`config.mk`:
```
export PLATFORM = sky130hd
export DESIGN_NAME = seq_mantissa_mul
export DESIGN_NICKNAME = d
export VERILOG_FILES = /design/src/rtl/seq_mantissa_mul.sv
export SDC_FILE = /design/constraint.sdc
export NUM_CORES = 1
export LEC_CHECK = 0
export CORE_AREA = 2 2 86 71
export DETAILED_ROUTE_END_ITERATION = 8
export DIE_AREA = 0 0 88 73
export PLACE_DENSITY = 0.86
export SETUP_SLACK_MARGIN = 0.02
export SYNTH_ARGS = -nofsm -noshare
export SYNTH_HDL_FRONTEND = slang
export SYNTH_SLANG_ARGS = --single-unit
```
`constraint.sdc`:
```
create_clock -name clk -period 4.7 [get_ports clk]
set_clock_uncertainty 0.2 [all_clocks]
set_input_delay 0.47 -clock clk [delete_from_list [all_inputs] [get_ports clk]]
set_output_delay 0.47 -clock clk [all_outputs]
set_load 0.005 [all_outputs]
```
`src/rtl/seq_mantissa_mul.sv`:
```
// Sequential radix-2 shift-add mantissa multiplier: (1.Xm)*(1.Ym) normalised to 1.f form.
// Build option ROUND_RNE_EN: round the fraction to nearest-even instead of truncating it.
module seq_mantissa_mul #(
   parameter int MW = 7
) (
   input  logic          clk,
   input  logic          rst_n,
   input  logic          in_valid,
   output logic          in_ready,
   input  logic [MW-1:0] Xm,
   input  logic [MW-1:0] Ym,
   output logic          out_valid,
   input  logic          out_ready,
   output logic [MW-1:0] Zm,
   output logic          PM,
   output logic [1:0]    exp_inc,
   output logic [1:0]    dbg_state
);

   // Handshake: a transfer happens at a posedge where valid && ready are both high.
   // in_ready is high only in IDLE outside reset; out_valid holds a stable payload until out_ready.

   localparam int PW = 2 * (MW + 1);
   localparam int CW = $clog2(MW + 1);

   typedef enum logic [1:0] {
      S_IDLE = 2'd0,
      S_MUL  = 2'd1,
      S_NORM = 2'd2,
      S_DONE = 2'd3
   } state_t;

   state_t        state;
   state_t        state_nxt;
   logic [PW-1:0] mcand;
   logic [PW-1:0] acc;
   logic [MW:0]   mplier;
   logic [CW-1:0] cnt;
   logic          accept;
   logic          last_bit;
   logic [PW-2:0] sh;
   logic [MW-1:0] zm_nxt;
   logic [1:0]    inc_nxt;

   assign accept   = in_valid && in_ready;
   assign last_bit = (cnt == CW'(MW));

   always_ff @(posedge clk) begin
      if (!rst_n) state <= S_IDLE;
      else        state <= state_nxt;
   end

   always_comb begin
      state_nxt = state;
      case (state)
         S_IDLE:  if (accept)    state_nxt = S_MUL;
         S_MUL:   if (last_bit)  state_nxt = S_NORM;
         S_NORM:                 state_nxt = S_DONE;
         S_DONE:  if (out_ready) state_nxt = S_IDLE;
         default:                state_nxt = S_IDLE;
      endcase
   end

   always_comb begin
      in_ready  = rst_n && (state == S_IDLE);
      out_valid = (state == S_DONE);
      dbg_state = state;
   end

   // Multiplicand shifts left while the multiplier shifts right, LSB first.
   always_ff @(posedge clk) begin
      if (!rst_n) begin
         mcand   <= '0;
         mplier  <= '0;
         acc     <= '0;
         cnt     <= '0;
         Zm      <= '0;
         PM      <= 1'b0;
         exp_inc <= 2'd0;
      end else begin
         case (state)
            S_IDLE: begin
               if (accept) begin
                  mcand  <= {{(MW+1){1'b0}}, 1'b1, Xm};
                  mplier <= {1'b1, Ym};
                  acc    <= '0;
                  cnt    <= '0;
               end
            end
            S_MUL: begin
               if (mplier[0]) acc <= acc + mcand;
               mcand  <= mcand << 1;
               mplier <= mplier >> 1;
               cnt    <= last_bit ? '0 : cnt + CW'(1);
            end
            S_NORM: begin
               Zm      <= zm_nxt;
               PM      <= acc[PW-1];
               exp_inc <= inc_nxt;
            end
            default: ;
         endcase
      end
   end

   // Align the product so the leading one sits just above bit PW-2.
   assign sh = acc[PW-1] ? acc[PW-2:0] : {acc[PW-3:0], 1'b0};

`ifdef ROUND_RNE_EN
   logic        guard;
   logic        sticky;
   logic        rnd_up;
   logic [MW:0] zm_sum;

   // A carry out of an all-ones fraction leaves zero and bumps the exponent once more.
   always_comb begin
      guard   = sh[MW];
      sticky  = |sh[MW-1:0];
      rnd_up  = guard & (sticky | sh[MW+1]);
      zm_sum  = {1'b0, sh[PW-2:MW+1]} + {{MW{1'b0}}, rnd_up};
      zm_nxt  = zm_sum[MW-1:0];
      inc_nxt = {1'b0, acc[PW-1]} + {1'b0, zm_sum[MW]};
   end
`else
   logic unused_low;

   assign zm_nxt     = sh[PW-2:MW+1];
   assign inc_nxt    = {1'b0, acc[PW-1]};
   assign unused_low = ^sh[MW:0];
`endif

endmodule

```
==> results.cfg <==
[run_status]
status = complete, no violations

[layout]
nNetsFinal = 392
fillers = 465
drive_above_1_share_pct = 6.25
area_growth_pct = 14.2
final_util_pct = 61.3
diodes = 0

[detailed_routing]
drt_wl_total_mm = 6.83
antenna_left = 0
drt-wirelength-per-cell_microns = 15.8
remaining_drc_errors = 0
num_vias = 2531
firstDrtPassIters = 5
avgViaCountPerCell = 5.85
drtIter0Drc = 217

[synth]
syn-num-nets = 372
synth_mux_area_share_pct = 7.90
ys_types = 52
synthesis.area_sq_um = 3040
synth_xor_area_share_pct = 2.02
yosysSeqAreaShare_pct = 34.9
synth_top_family_by_area = compound AO/OA/AOI/OAI gates
netlist_instances = 331
ys_warn_count = 0
synth_area_per_cell_sq_um = 9.19
synth_seq_cells = 53
synth_compound_area_share_pct = 24.4
yosys.area_share.simple_pct = 17.2
yosys.area_share.adder_pct = 9.71

[power_and_ir_drop]
p_per_area_nw_per_um2 = 412
p_leak_uw = 0.00151
irDropWorstVdd_mv = 0.325

[timing]
maxSlewViolCount = 0
finalCriticalPeriod_ns = 2.92
setup_tns_ns = 0
final-hold-violation-count = 0
setup_viol = 0
fmax_ghz = 0.343
slew_headroom_pct = 36.5
period_share_pct = 62.0
worst_slew_pin_slew_ns = 0.953
rsz0062_at_grt = false

[clock_tree]
clock-root-buffer = clkbuf_8
clockBufferDepth = 2
cts_hold_buf = 0
cts.sinks = 53
cts_max_level = 2
cts_resized = 0
cts_tree = done
cts_buffers = 5
clk_latency_ns = 0.31
post-cts-setup-buffer-count = 0
cts.clk_slew.worst_paths_ns = 0.10

[global_routing]
met3_usage_pct = 4.19
global_route.usage.total_pct = 22.6
use_met2_pct = 37.0
top_usage_layer = met2
use_met1_pct = 30.0
grt_first_pass_wirelength_mm = 11.5
grt_pass1_vias = 2511
overflow = 0
antenna_found_initial = 0
grt_max_degree = 28

[floorplanning]
rows = 25
initial_core_util_pct = 53.7
fp.coreArea_sq_um = 5660
ios = 32
dieWidth_microns = 88
die_y_microns = 73
dieArea_sq_um = 6420

[min_path]
min_path_type = flip-flop to flip-flop

[critical_path]
path_max_fanout = 19
cp.arrival_ns = 2.98
required_ns = 4.76
start_kind = flip-flop
crit_type = flip-flop to flip-flop
endpoint_kind = flip-flop

[placed_design]
dpl.hpwl_mm = 4.73
numPortBuffers = 30
routabilityCongestion = 0.913

[job]
drv_cap = 0
## critical path, cell delays in order (launching register included)
cell      delay (ns)
dfxtp_1         0.37
inv_1           0.11
ha_1            0.79
inv_1           0.29
o211ai_2        0.48
and2_1          0.40
a21oi_1         0.14
nand2_1         0.07
## routing by layer
layer	vias to the layer above	routed length [microns]
li1	1237	-
met1	1211	3160
met2	69	3220
met3	14	343
met4	0	102
met5	-	0
## final timing paths
kind                                           startpoint  cells past startpoint  slack, ns              endpoint
worst min register to register        acc[2]$_SDFFE_PN0P_                      2       0.28   acc[2]$_SDFFE_PN0P_
worst min-delay path                  acc[2]$_SDFFE_PN0P_                      2       0.28   acc[2]$_SDFFE_PN0P_
worst max register to register  dbg_state[1]$_SDFFE_PN0P_                      7       1.78  acc[14]$_SDFFE_PN0P_
worst max-delay path            dbg_state[1]$_SDFFE_PN0P_                      7       1.78  acc[14]$_SDFFE_PN0P_
## synth_stat cells (all sizes together)
| master | number | area, sq um |
|---|---|---|
| dfxtp | 53 | 1060 |
| nand2 | 40 | 153 |
| mux2i | 24 | 240 |
| nor2b | 23 | 151 |
| ha | 22 | 275 |
| o211a | 21 | 210 |
| a22oi | 15 | 113 |
| o21ai | 13 | 65.1 |
| a21oi | 12 | 63.8 |
| clkbuf | 10 | 37.5 |
| buf | 9 | 47.5 |
| nor2 | 9 | 33.8 |
| inv | 8 | 30.0 |
| and2 | 7 | 43.8 |
| and3 | 5 | 31.3 |
| xor2 | 5 | 43.8 |
| a211oi | 4 | 30.0 |
| a21o | 4 | 30.0 |
| o21a | 4 | 30.0 |
| a211o | 3 | 26.3 |
| nand3 | 3 | 15.0 |
| nor3 | 3 | 15.0 |
| or2 | 3 | 21.3 |
| or3 | 3 | 18.8 |
| a21boi | 2 | 15.0 |
| a32oi | 2 | 17.5 |
| nand2b | 2 | 12.5 |
| nor3b | 2 | 15.0 |
| o21bai | 2 | 15.0 |
| o221a | 2 | 22.5 |
| xnor2 | 2 | 17.5 |
| a2111oi | 1 | 15.0 |
| a21bo | 1 | 10.0 |
| a221o | 1 | 10.0 |
| a31o | 1 | 8.76 |
| a31oi | 1 | 6.26 |
| a32o | 1 | 10.0 |
| conb | 1 | 3.75 |
| fa | 1 | 20.0 |
| nand4 | 1 | 6.26 |
| o211ai | 1 | 12.5 |
| o22ai | 1 | 6.26 |
| o31ai | 1 | 12.5 |
| o41a | 1 | 11.3 |
| or4 | 1 | 7.51 |
## cells by family after synthesis
family	count (synthesis)
compound gates	94
other cells	1
mux	24
buf+inv	27
simple gates	102
xor+xnor	7
flops	53
fa+ha+maj	23
## power breakdown
group	switching (uW)	total, uW	internal, uW
sequential	65.3	598	533
clock	162	284	123
combinational	295	549	255
total	522	1430	910
## state kept, by name (all words and copies together), names as in the netlist
register   flops
acc           16
mcand         16
mplier         8
Zm             7
cnt            3
dbg_state      2
PM             1
## layout by cell type, fill, tap and decap left out, types with 6 or more instances in the layout
| cell | n |
|---|---|
| ha_1 | 22 |
| nor2b_1 | 22 |
| o211a_1 | 21 |
| o21ai_1 | 8 |
| inv_1 | 8 |
| mux2i_1 | 24 |
| nand2_1 | 39 |
| nor2_1 | 9 |
| and2_1 | 7 |
| clkdlybuf4s50_1 | 30 |
| dfxtp_1 | 53 |
| a21oi_1 | 11 |
| clkbuf_8 | 6 |
| a22oi_1 | 15 |
## per-stage QoR
stage | setup WS [ns] | cells | instance area [sq um] | total power [uW] | hold slack (ns)
floorplan | 2.47 | 331 | 3040 | 989 | 0.234
global placement | 1.81 | 425 | 3370 | 1130 | 0.245
detailed placement | 1.75 | 425 | 3370 | 1150 | 0.266
CTS | 1.81 | 433 | 3470 | 1430 | 0.286
global route | 1.47 | 433 | 3470 | 1530 | 0.303
finish | 1.78 | 433 | 3470 | 1430 | 0.284
## area by class of cell
| class | count | area [sq um] | area share [%] |
|---|---|---|---|
| Multi-Input combinational cell | 251 | 1870 | 53.7 |
| Sequential cell | 53 | 1060 | 30.5 |
| Timing Repair Buffer | 32 | 315 | 9.08 |
| Tap cell | 81 | 101 | 2.92 |
| Clock buffer | 6 | 82.6 | 2.38 |
| Inverter | 8 | 30.0 | 0.865 |
| Clock inverter | 2 | 17.5 | 0.504 |
Note: power is estimated with default switching activity, not from simulation.
